$ cat config.mk
export PLATFORM = sky130hd
export DESIGN_NAME = logic_pipe
export DESIGN_NICKNAME = d
export VERILOG_FILES = /design/src/rtl/logic_pipe_pkg.sv /design/src/rtl/logic_pipe_stage.sv /design/src/rtl/logic_pipe.sv
export SDC_FILE = /design/constraint.sdc
export NUM_CORES = 1
export LEC_CHECK = 0
export CAP_MARGIN = 10
export CORE_UTILIZATION = 44
export CTS_CLUSTER_DIAMETER = 120
export DETAILED_ROUTE_END_ITERATION = 8
export PLACE_DENSITY = 0.76
export SYNTH_ARGS = -nofsm -noshare
export SYNTH_HDL_FRONTEND = slang
export SYNTH_SLANG_ARGS = --single-unit
$ cat constraint.sdc
create_clock -name clk -period 1.2 [get_ports clk]
set_clock_uncertainty 0.15 [all_clocks]
set_input_delay 0.12 -clock clk [delete_from_list [all_inputs] [get_ports clk]]
set_output_delay 0.12 -clock clk [all_outputs]
set_load 0.05 [all_outputs]
$ cat src/rtl/logic_pipe_pkg.sv
// Shared definitions for logic_pipe: operation encodings and the bitwise
// operation function used by the datapath.
package logic_pipe_pkg;

  localparam logic [1:0] OP_AND  = 2'b00;
  localparam logic [1:0] OP_OR   = 2'b01;
  localparam logic [1:0] OP_XOR  = 2'b10;
  localparam logic [1:0] OP_NAND = 2'b11;

  // Callers zero-extend narrower operands and truncate the result back.
  localparam int OP_MAX_WIDTH = 64;

  function automatic logic [OP_MAX_WIDTH-1:0] logic_op(
    input logic [OP_MAX_WIDTH-1:0] a,
    input logic [OP_MAX_WIDTH-1:0] b,
    input logic [1:0]              op
  );
    logic [OP_MAX_WIDTH-1:0] r;
    case (op)
      OP_AND:  r = a & b;
      OP_OR:   r = a | b;
      OP_XOR:  r = a ^ b;
      default: r = ~(a & b);
    endcase
    return r;
  endfunction

endpackage

$ cat src/rtl/logic_pipe_stage.sv
// One valid/data pipeline register. Data only updates when a valid item is
// loaded, so a stalled output stays stable.
module logic_pipe_stage #(
  parameter int W = 9
) (
  input  logic         clk,
  input  logic         rst,
  input  logic         load,
  input  logic         v_in,
  input  logic [W-1:0] d_in,
  output logic         v_out,
  output logic [W-1:0] d_out
);

  logic         v_q, v_d;
  logic [W-1:0] d_q, d_d;

  always_comb begin
    v_d = v_q;
    d_d = d_q;
    if (load) begin
      v_d = v_in;
      if (v_in) d_d = d_in;
    end
  end

  always_ff @(posedge clk) begin
    if (rst) begin
      v_q <= 1'b0;
      d_q <= '0;
    end else begin
      v_q <= v_d;
      d_q <= d_d;
    end
  end

  assign v_out = v_q;
  assign d_out = d_q;

endmodule

$ cat src/rtl/logic_pipe.sv
// Selectable bitwise operation on two operands followed by a STAGES-deep
// valid/ready pipeline whose empty stages fill even while the output stalls.
module logic_pipe
  import logic_pipe_pkg::*;
#(
  parameter int WIDTH  = 8,
  parameter int STAGES = 2
) (
  input  logic             clk,
  input  logic             rst,
  input  logic [WIDTH-1:0] a,
  input  logic [WIDTH-1:0] b,
  input  logic [1:0]       op,
  input  logic             in_valid,
  output logic             in_ready,
  output logic [WIDTH-1:0] q,
  output logic             q_zero,
  output logic             out_valid,
  input  logic             out_ready
);

  logic [WIDTH-1:0]  r_d;
  logic              zero_d;
  logic [STAGES-1:0] load;
  logic              v_q [STAGES];
  logic [WIDTH:0]    d_q [STAGES];

  always_comb begin
    r_d    = WIDTH'(logic_op(OP_MAX_WIDTH'(a), OP_MAX_WIDTH'(b), op));
    zero_d = ~|r_d;
  end

  // Walk from the output back: a stage may load if it is empty or its
  // occupant advances, and it advances if the stage after it may load.
  always_comb begin : ready_chain
    logic free;
    free = out_ready;
    load = '0;
    for (int i = STAGES - 1; i >= 0; i--) begin
      load[i] = ~v_q[i] | (v_q[i] & free);
      free    = load[i];
    end
  end

  assign in_ready = load[0];

  for (genvar gi = 0; gi < STAGES; gi++) begin : g_stage
    logic           v_in;
    logic [WIDTH:0] d_in;

    if (gi == 0) begin : g_first
      assign v_in = in_valid;
      assign d_in = {zero_d, r_d};
    end else begin : g_next
      assign v_in = v_q[gi-1];
      assign d_in = d_q[gi-1];
    end

    logic_pipe_stage #(.W(WIDTH + 1)) u_stage (
      .clk   (clk),
      .rst   (rst),
      .load  (load[gi]),
      .v_in  (v_in),
      .d_in  (d_in),
      .v_out (v_q[gi]),
      .d_out (d_q[gi])
    );
  end

  assign q         = d_q[STAGES-1][WIDTH-1:0];
  assign q_zero    = d_q[STAGES-1][WIDTH];
  assign out_valid = v_q[STAGES-1];

endmodule
Yosys cells after proc, flatten, opt, wreduce, memory -nomap -nowiden
Cells that the tools add are included.

Register bits: 20. Input port bits: 22. Output and inout bits: 11. Word-level logic and storage cells: 22.

Equality and inequality tests: 2. Multiplexer cells: 1. Bitwise operators: 10. Reduce and logical (&&, ||, !) cells: 5.

Operators with widths (count): $pmux W8 S3 (1); $and A8 B8 Y8 (1); $not A8 Y8 (1); $or A8 B8 Y8 (1); $reduce_or A8 Y1 (1); $xor A8 B8 Y8 (1); $reduce_and A2 Y1 (2); $and A1 B1 Y1 (2); $eq A2 B1 Y1 const B (1); $eq A2 B2 Y1 const B (1); $logic_not A2 Y1 (1); $not A1 Y1 (2); $or A1 B1 Y1 (2); $logic_not A1 Y1 (1).

Longest topological paths before layout
Gate-level depths: netlist of the first run.

Depth in word-level cells: 5. Gate-level depth with buffers: 7. Depth with buffers taken out: 7.

By module
A second synthesis of the first run with hierarchy kept.

Cells, all modules: 183. Area total of the unflattened synthesis: 1626.6 um^2.

By module, submodules not included: logic_pipe_stage (instances 2, cells each 44, area each 486.7 um^2, seq. area each 200.2 um^2); logic_pipe (instances 1, cells each 95, area each 653.1 um^2, seq. area each 0.0 um^2).

Worst setup path before layout of the first run
No wires, ideal clock.

Path kind: reg2reg. Start: reg g_stage[1].u_stage.v_q. End: reg g_stage[0].u_stage.d_q[8]. Library setup time: 0.116 ns. Arrival time: 1.897 ns. Required time: 0.934 ns. Setup slack: -0.963 ns. Cell stages (with the launch flop): 5. Path buffers: 0. Period minus slack after synthesis: 2.163 ns. Path through: dfxtp_1 -> nand3_1 -> nand2_1 -> nor3_1 -> a41o_1.

Longest elaborated chain between the ends: 5. Elaborated cells between the ends (all ways): 6. Classes of those cells: bitwise: 5; reduce/logical: 1.

RTL lines: from (decl) (RTL line logic_pipe_stage.sv:15) `logic v_q, v_d;`; from (signal assigned) (RTL line logic_pipe_stage.sv:32) `v_q <= v_d;`; $and A1 B1 Y1 / $not A1 Y1 (equally long branches) (RTL line logic_pipe.sv:40) `load[i] = ~v_q[i] | (v_q[i] & free);`; $or A1 B1 Y1 (*) (RTL line logic_pipe.sv:40); $and A1 B1 Y1 (*) (RTL line logic_pipe.sv:40); $or A1 B1 Y1 (*) (RTL line logic_pipe.sv:40); named net in_ready (RTL line logic_pipe.sv:15) `output logic in_ready,`; $reduce_and A2 Y1 (no source line) (*); to (signal assigned) (RTL line logic_pipe_stage.sv:30) `d_q <= '0;`; to (signal assigned) (RTL line logic_pipe_stage.sv:33) `d_q <= d_d;`; to (decl) (RTL line logic_pipe_stage.sv:16) `logic [W-1:0] d_q, d_d;`.

Mark *: on every way through the listed nets, which the timed path passes. The rest lies on a longest branch. A chain may end at the register's enable or synchronous reset.

Final worst setup path of the first run
Start: reg g_stage[1].u_stage.v_q. End: out in_ready.

Longest elaborated chain between the ends: 4. Elaborated cells between the ends (all ways): 5. Classes of those cells: bitwise: 5.

RTL lines (RTL line): $and A1 B1 Y1 / $not A1 Y1 (equally long branches) (logic_pipe.sv:40); $or A1 B1 Y1 (*) (logic_pipe.sv:40); $and A1 B1 Y1 (*) (logic_pipe.sv:40); $or A1 B1 Y1 (*) (logic_pipe.sv:40); to (decl) (logic_pipe.sv:15).

Mark *: on every way between the ends. The rest lies on a longest branch, timed or not.

==> results of run 1 <==
==> power breakdown <==
group | switching (mW) | internal [mW]
clock network | 0.212 | 0.255
logic | 0.283 | 0.297
registers | 0.0264 | 0.695
==> sequential cells by signal (all words and copies together) (netlist names) <==
register and count:
g_stage.u_stage.d_out 18, g_stage.u_stage.v_out 2
==> worst max path at each step <==
stage,cells after the start,slack (ns),endpoint
floorplan,4,-0.1,g_stage[0].u_stage.d_out[8]
global placement,7,-0.70,g_stage[0].u_stage.d_out[8]
detailed placement,7,-0.75,g_stage[0].u_stage.d_out[8]
CTS,4,-0.17,in_ready
global route,6,-0.23,g_stage[1].u_stage.d_out[4]
finish,4,-0.17,in_ready
==> cells in the mapped netlist <==
| library cell | count |
|---|---|
| nor2_1 | 11 |
| inv_1 | 22 |
| buf_2 | 4 |
| a211oi_1 | 5 |
| o211ai_1 | 3 |
| buf_6 | 1 |
| dfxtp_1 | 20 |
| a21oi_1 | 15 |
| mux2_2 | 2 |
| o31ai_1 | 3 |
| clkbuf_1 | 2 |
| a31oi_1 | 2 |
| mux2i_1 | 9 |
| nand2b_1 | 1 |
| a21oi_2 | 2 |
| ha_1 | 16 |
| mux2_4 | 2 |
| a41o_1 | 1 |
| nand2_1 | 18 |
| nor3b_1 | 1 |
| nor3_1 | 4 |
| buf_8 | 1 |
| o21ai_0 | 5 |
| nand3_1 | 1 |
| nor2b_1 | 8 |
==> what timing repair did <==
action | in CTS | in global routing
resized for setup | 64 | 20
pin swaps | 23 | 15
endpoints found under the setup margin | 20 | 20
endpoints found under the hold margin | 0 | 0
buffers inserted | 4 | 1
cloned | 1 | 0
hold buffers | 0 | 0
==> through the flow <==
stage               instance area, um^2  setup TNS [ns]  utilization  hold slack, ns  setup WS, ns
CTS                                2151          -1.314       0.7733          0.3209       -0.1734
finish                             2190          -1.612       0.7872          0.3255       -0.1673
detailed placement                 1931          -8.431       0.6941          0.3038       -0.7485
floorplan                          1341         -0.9318            -          0.1393      -0.09937
global route                       2190          -2.846       0.7872          0.3393       -0.2325
global placement                   1931          -7.425       0.6941          0.2999       -0.7000
==> layer usage <==
| layer | track usage | vias up | wire, um |
|---|---|---|---|
| met5 | 0 | - | 0 |
| met4 | 0.1045 | 0 | 61 |
| met3 | 0.03226 | 8 | 106 |
| met2 | 0.4048 | 40 | 1731 |
| met1 | 0.2151 | 580 | 1327 |
| li1 | - | 647 | - |
==> cell families after synthesis <==
| group | Yosys count | synth area share |
|---|---|---|
| compound gates | 36 | 0.1713 |
| fa+ha+maj | 16 | 0.1540 |
| buf+inv | 30 | 0.1049 |
| flops | 20 | 0.3080 |
| mux | 13 | 0.1097 |
| simple gates | 44 | 0.1521 |
==> layout make-up <==
class                      count  area (um^2)
clock buffer                   4        47.55
timing repair buffer          62        675.6
multi-input combinational    109        934.6
tap                           31        38.79
fill                         186        591.8
inverter                      22        85.08
sequential                    20        407.9
==> worst reg2reg max path, delay by kind of cell, from the launching register on <==
family                 cells  cell delay [ns]
DFF                        1             0.37
AOI/OAI and AO/OA          1             0.15
muxes                      1             0.24
buffers and inverters      3             0.32
and+or+nand+nor            1             0.06
==> results.py, run 1 <==
metrics = {
    "timing": {
        "fin_crit_ns": 1.367,
        "hold_viol": 0,
        "relSlewSlack": 0.7947,
        "fin_crit_sh": 1.139,
        "finalSetupViolCount": 20,
        "tightest_slew_ns": 0.3066,
        "timing.fmax_mhz": 731.4,
        "slew_viol_final": 0,
        "rsz0062_at_grt": "true",
        "worst_slack_ns": -0.1673,
    },
    "cts": {
        "cts_buffers": 3,
        "htreeDepth": 1,
        "clockBufferDepth": 2,
        "clockRootBuffer": "clkbuf_4",
        "path_clk_slew_ns": 0.11,
        "cts_sinks": 20,
        "cts_tree": "yes",
        "clock_latency_ns": 0.31,
    },
    "synthesis": {
        "netlist.area_leader.share": 0.3080,
        "syn-num-nets": 197,
        "ys_types": 25,
        "yosysWarnings": 0,
        "syn-instance-count": 159,
        "ys_seq_area_frac": 0.3080,
        "yosysTopAreaCell": "dfxtp_1",
        "synth_seq_cells": 20,
        "synth_area_leaders": "dfxtp_1 31%, ha_1 15%, mux2i_1 6.9%",
        "netlist_area_um2": 1300,
        "avgSynthCellArea_um2": 8.176,
    },
    "worst_setup_path": {
        "crit_buf_inv": 3,
        "worstRegToRegCells": 6,
        "crit_chain": "buf_6 > nand3_4 > buf_6 > buf_12",
        "r2r_slack_ns": -0.17,
        "cp_top_family": "flip-flops",
        "r2r-end": "g_stage[1].u_stage.d_out[4]",
        "crit_path_frequent_cell": "buf_6",
        "startpoint_type": "flop",
        "crit_path_max_incr_delay_ns": 0.37,
        "crit_start": "g_stage[1].u_stage.v_out",
        "crit_type": "reg -> out",
        "arrival_ns": 1.10,
        "crit_path_end_kind": "output pin",
        "cpMaxStageDelayCell": "dfxtp_4",
        "worstPathRequired_ns": 0.93,
        "crit_fanout": 2,
        "reg2reg_from": "g_stage[1].u_stage.v_out",
    },
    "power": {
        "finalPower_mw": 1.769,
        "power.density_nw_per_um2": 807.8,
        "irDropWorstVdd_mv": 0.7900,
        "p_leak_nw": 1.031,
    },
    "finish": {
        "n_antenna_cell": 0,
        "drive_gt1_frac": 0.4147,
        "final_cell_mix": "21 x inv_1, 18 x dfxtp_1, 16 x buf_4",
        "final_common_cell": "inv_1",
        "nets": 256,
        "layoutNonFillerInstCount": 248,
        "syn_to_final_growth_pct": 68.43,
    },
    "placed_design": {
        "dpl.hpwl_um": 2159,
        "io_buffers": 32,
        "dpl.cell_count": 238,
        "place_congestion": 0.7130,
    },
    "die": {
        "die_width_um": 56.36,
        "die_h_um": 56.36,
        "initial_core_util": 0.4674,
        "io-pin-count": 33,
        "num_rows": 19,
        "dieArea_um2": 3176,
        "core_area_um2": 2781,
    },
    "grt": {
        "antenna_found_initial": 0,
        "grt_pass1_wl_um": 5133,
        "grt_max_degree": 15,
        "grt_pass1_vias": 1264,
        "grt.overflow.total": 0,
        "grt_use_total": 0.2095,
    },
    "drt": {
        "drc_errors": 0,
        "avgViaCountPerCell": 5.141,
        "vias": 1275,
        "wl_um": 3227,
        "dr.pass1.iters": 4,
        "drt-initial-drc-count": 24,
        "routedWlPerCell_um": 13.01,
        "postRouteAntennaNets": 0,
    },
    "min_path": {
        "hold_depth": 2,
        "worst_hold_startpoint": "g_stage[0].u_stage.d_out[3]",
        "hold_end": "g_stage[0].u_stage.d_out[3]",
        "hold_path_class": "reg -> reg",
    },
    "job": {
        "drv_cap": 0,
    },
    "outcome": {
        "outcome": "finished with violations",
        "violations": "setup timing",
    },
}
No activity file was read; power rests on OpenSTA's default activity.
==> inputs of run 2 (changes only) <==
--- a/config.mk
+++ b/config.mk
@@ -10,6 +10,7 @@
 export CTS_CLUSTER_DIAMETER = 120
 export DETAILED_ROUTE_END_ITERATION = 8
 export PLACE_DENSITY = 0.76
+export SETUP_SLACK_MARGIN = 0.4
 export SYNTH_ARGS = -nofsm -noshare
 export SYNTH_HDL_FRONTEND = slang
 export SYNTH_SLANG_ARGS = --single-unit
==> results.py, run 2 (synthesis gave the netlist of run 1 again) <==
metrics = {
    "min_path": {
        "hold_path_class": "in -> reg",
        "worst_hold_startpoint": "out_ready",
        "hold_depth": 4,
        "hold_end": "g_stage[1].u_stage.v_out",
    },
    "finish": {
        "syn_to_final_growth_pct": 67.85,
        "final_common_cell": "buf_4",
        "regArea_um2": 416.7,
        "drive_gt1_frac": 0.4587,
        "nets": 257,
        "final_cell_mix": "19 x buf_4, 17 x inv_1, 15 x nand2_1",
        "largest_reg_flops": 18,
        "layoutNonFillerInstCount": 249,
        "multi_input_area_um2": 935.9,
        "fin_util": 0.7845,
        "fillers": 191,
        "n_antenna_cell": 0,
    },
    "timing": {
        "timing.fmax_mhz": 722.3,
        "worst_slack_ns": -0.1845,
        "finalSetupViolCount": 20,
        "hold_viol": 0,
        "relSlewSlack": 0.8165,
        "fin_crit_sh": 1.154,
        "tightest_slew_ns": 0.2740,
        "holdWs_ns": 0.1497,
        "fin_crit_ns": 1.385,
        "slew_viol_final": 0,
        "rsz0062_at_grt": "true",
    },
    "power": {
        "net-switching-power_uw": 523.6,
        "p_leak_nw": 1.041,
        "seq_power_share": 0.409,
        "internal-power_mw": 1.240,
        "power.density_nw_per_um2": 808.3,
        "irDropWorstVdd_mv": 0.9575,
        "p_sw_frac": 0.2969,
        "finalPower_mw": 1.764,
        "p_comb_frac": 0.324,
        "p_clk_frac": 0.267,
    },
    "outcome": {
        "violations": "setup timing",
        "outcome": "finished with violations",
    },
    "grt": {
        "grt_pass1_wl_um": 5319,
        "grt_pass1_vias": 1290,
        "antenna_found_initial": 0,
        "grt_use_total": 0.2047,
        "grt_max_degree": 13,
        "grt.overflow.total": 0,
    },
    "placed_design": {
        "dpl.cell_count": 235,
        "dpl.hpwl_um": 2313,
        "place_congestion": 0.7819,
        "io_buffers": 32,
    },
    "cts": {
        "cts_tree": "yes",
        "clock_latency_ns": 0.31,
        "ctsHoldBuffers": 0,
        "clockRootBuffer": "clkbuf_4",
        "cts_sinks": 20,
        "path_clk_slew_ns": 0.11,
        "htreeDepth": 1,
        "cts_buffers": 3,
        "clockBufferDepth": 2,
    },
    "worst_setup_path": {
        "crit_fanout": 2,
        "r2r-end": "g_stage[1].u_stage.d_out[8]",
        "crit_path_end_kind": "output pin",
        "arrival_ns": 1.11,
        "reg2reg_from": "g_stage[1].u_stage.v_out",
        "r2r_slack_ns": -0.15,
        "worstRegToRegCells": 6,
        "worstPathRequired_ns": 0.93,
        "crit_type": "reg -> out",
        "startpoint_type": "flop",
    },
    "die": {
        "io-pin-count": 33,
        "initial_core_util": 0.4674,
        "die_h_um": 56.36,
        "die_width_um": 56.36,
        "dieArea_um2": 3176,
        "num_rows": 19,
        "core_area_um2": 2781,
    },
    "drt": {
        "vias": 1319,
        "postRouteAntennaNets": 0,
        "dr.pass1.iters": 4,
        "wl_um": 3292,
        "avgViaCountPerCell": 5.297,
        "drt-initial-drc-count": 15,
        "routedWlPerCell_um": 13.22,
        "drc_errors": 0,
    },
    "job": {
        "drv_cap": 0,
    },
}
-- run 2: changes by cell type in the layout (fill, tap and decap cells not counted), sizes merged --
cell,previous run,this run
dlymetal6s2s,0,1
clkdlybuf4s50,2,1
clkdlybuf4s15,2,3
dlygate4sd2,13,11
clkbuf,7,9
-- run 2: critical path: stages, from the launching register on --
cell	delay, ns
dfxtp_2	0.36
buf_6	0.11
nand3_4	0.07
buf_6	0.13
buf_12	0.14
-- run 2: per-layer routing --
metal	vias up	GRT usage	part of all wire
met3	13	0.01382	0.038
met4	0	0.07666	0.028
met1	614	0.2240	0.40
met2	46	0.4048	0.53
met5	-	0	0
li1	646	-	-
-- run 2: metrics by stage --
step	area [um^2]	TNS [ns]	setup slack, ns
final	2182	-1.955	-0.1845
after global routing	2182	-2.935	-0.2185
after CTS	2096	-2.397	-0.1718
after detailed placement	1919	-7.872	-0.7438
after global placement	1919	-6.927	-0.6782
after floorplan	1355	-0.8457	-0.09937
-- run 2: power by group through the flow --
stage | combinational (mW) | clock [mW] | sequential (mW)
final | 0.572 | 0.471 | 0.721
after global placement | 0.454 | 0 | 0.735
after CTS | 0.520 | 0.469 | 0.721
after detailed placement | 0.478 | 0 | 0.738
after global routing | 0.616 | 0.510 | 0.724
after floorplan | 0.228 | 0 | 0.766
-- run 2: what timing repair did --
action / in CTS / in global routing
buffers inserted: 6 / 1
setup endpoints to repair: 31 / 31
gates cloned: 1 / 2
pin swaps: 17 / 12
resized for setup: 48 / 30
-- run 2: cell type report --
type / count / area share
multi-input combinational: 109 / 0.4289
sequential: 20 / 0.1909
timing repair buffer: 63 / 0.3028
tap: 31 / 0.01778
clock buffer: 4 / 0.02179
inverter: 22 / 0.03784
-- run 2: worst max-delay path by stage --
stage,from,end,slack [ns],cells after the start
after floorplan,g_stage[1].u_stage.v_out,g_stage[0].u_stage.d_out[8],-0.1,4
after global placement,a[2],g_stage[0].u_stage.d_out[8],-0.68,8
after detailed placement,a[2],g_stage[0].u_stage.d_out[8],-0.74,8
after CTS,g_stage[0].u_stage.v_out,in_ready,-0.17,4
after global routing,g_stage[1].u_stage.v_out,in_ready,-0.22,4
final,g_stage[0].u_stage.v_out,in_ready,-0.18,4
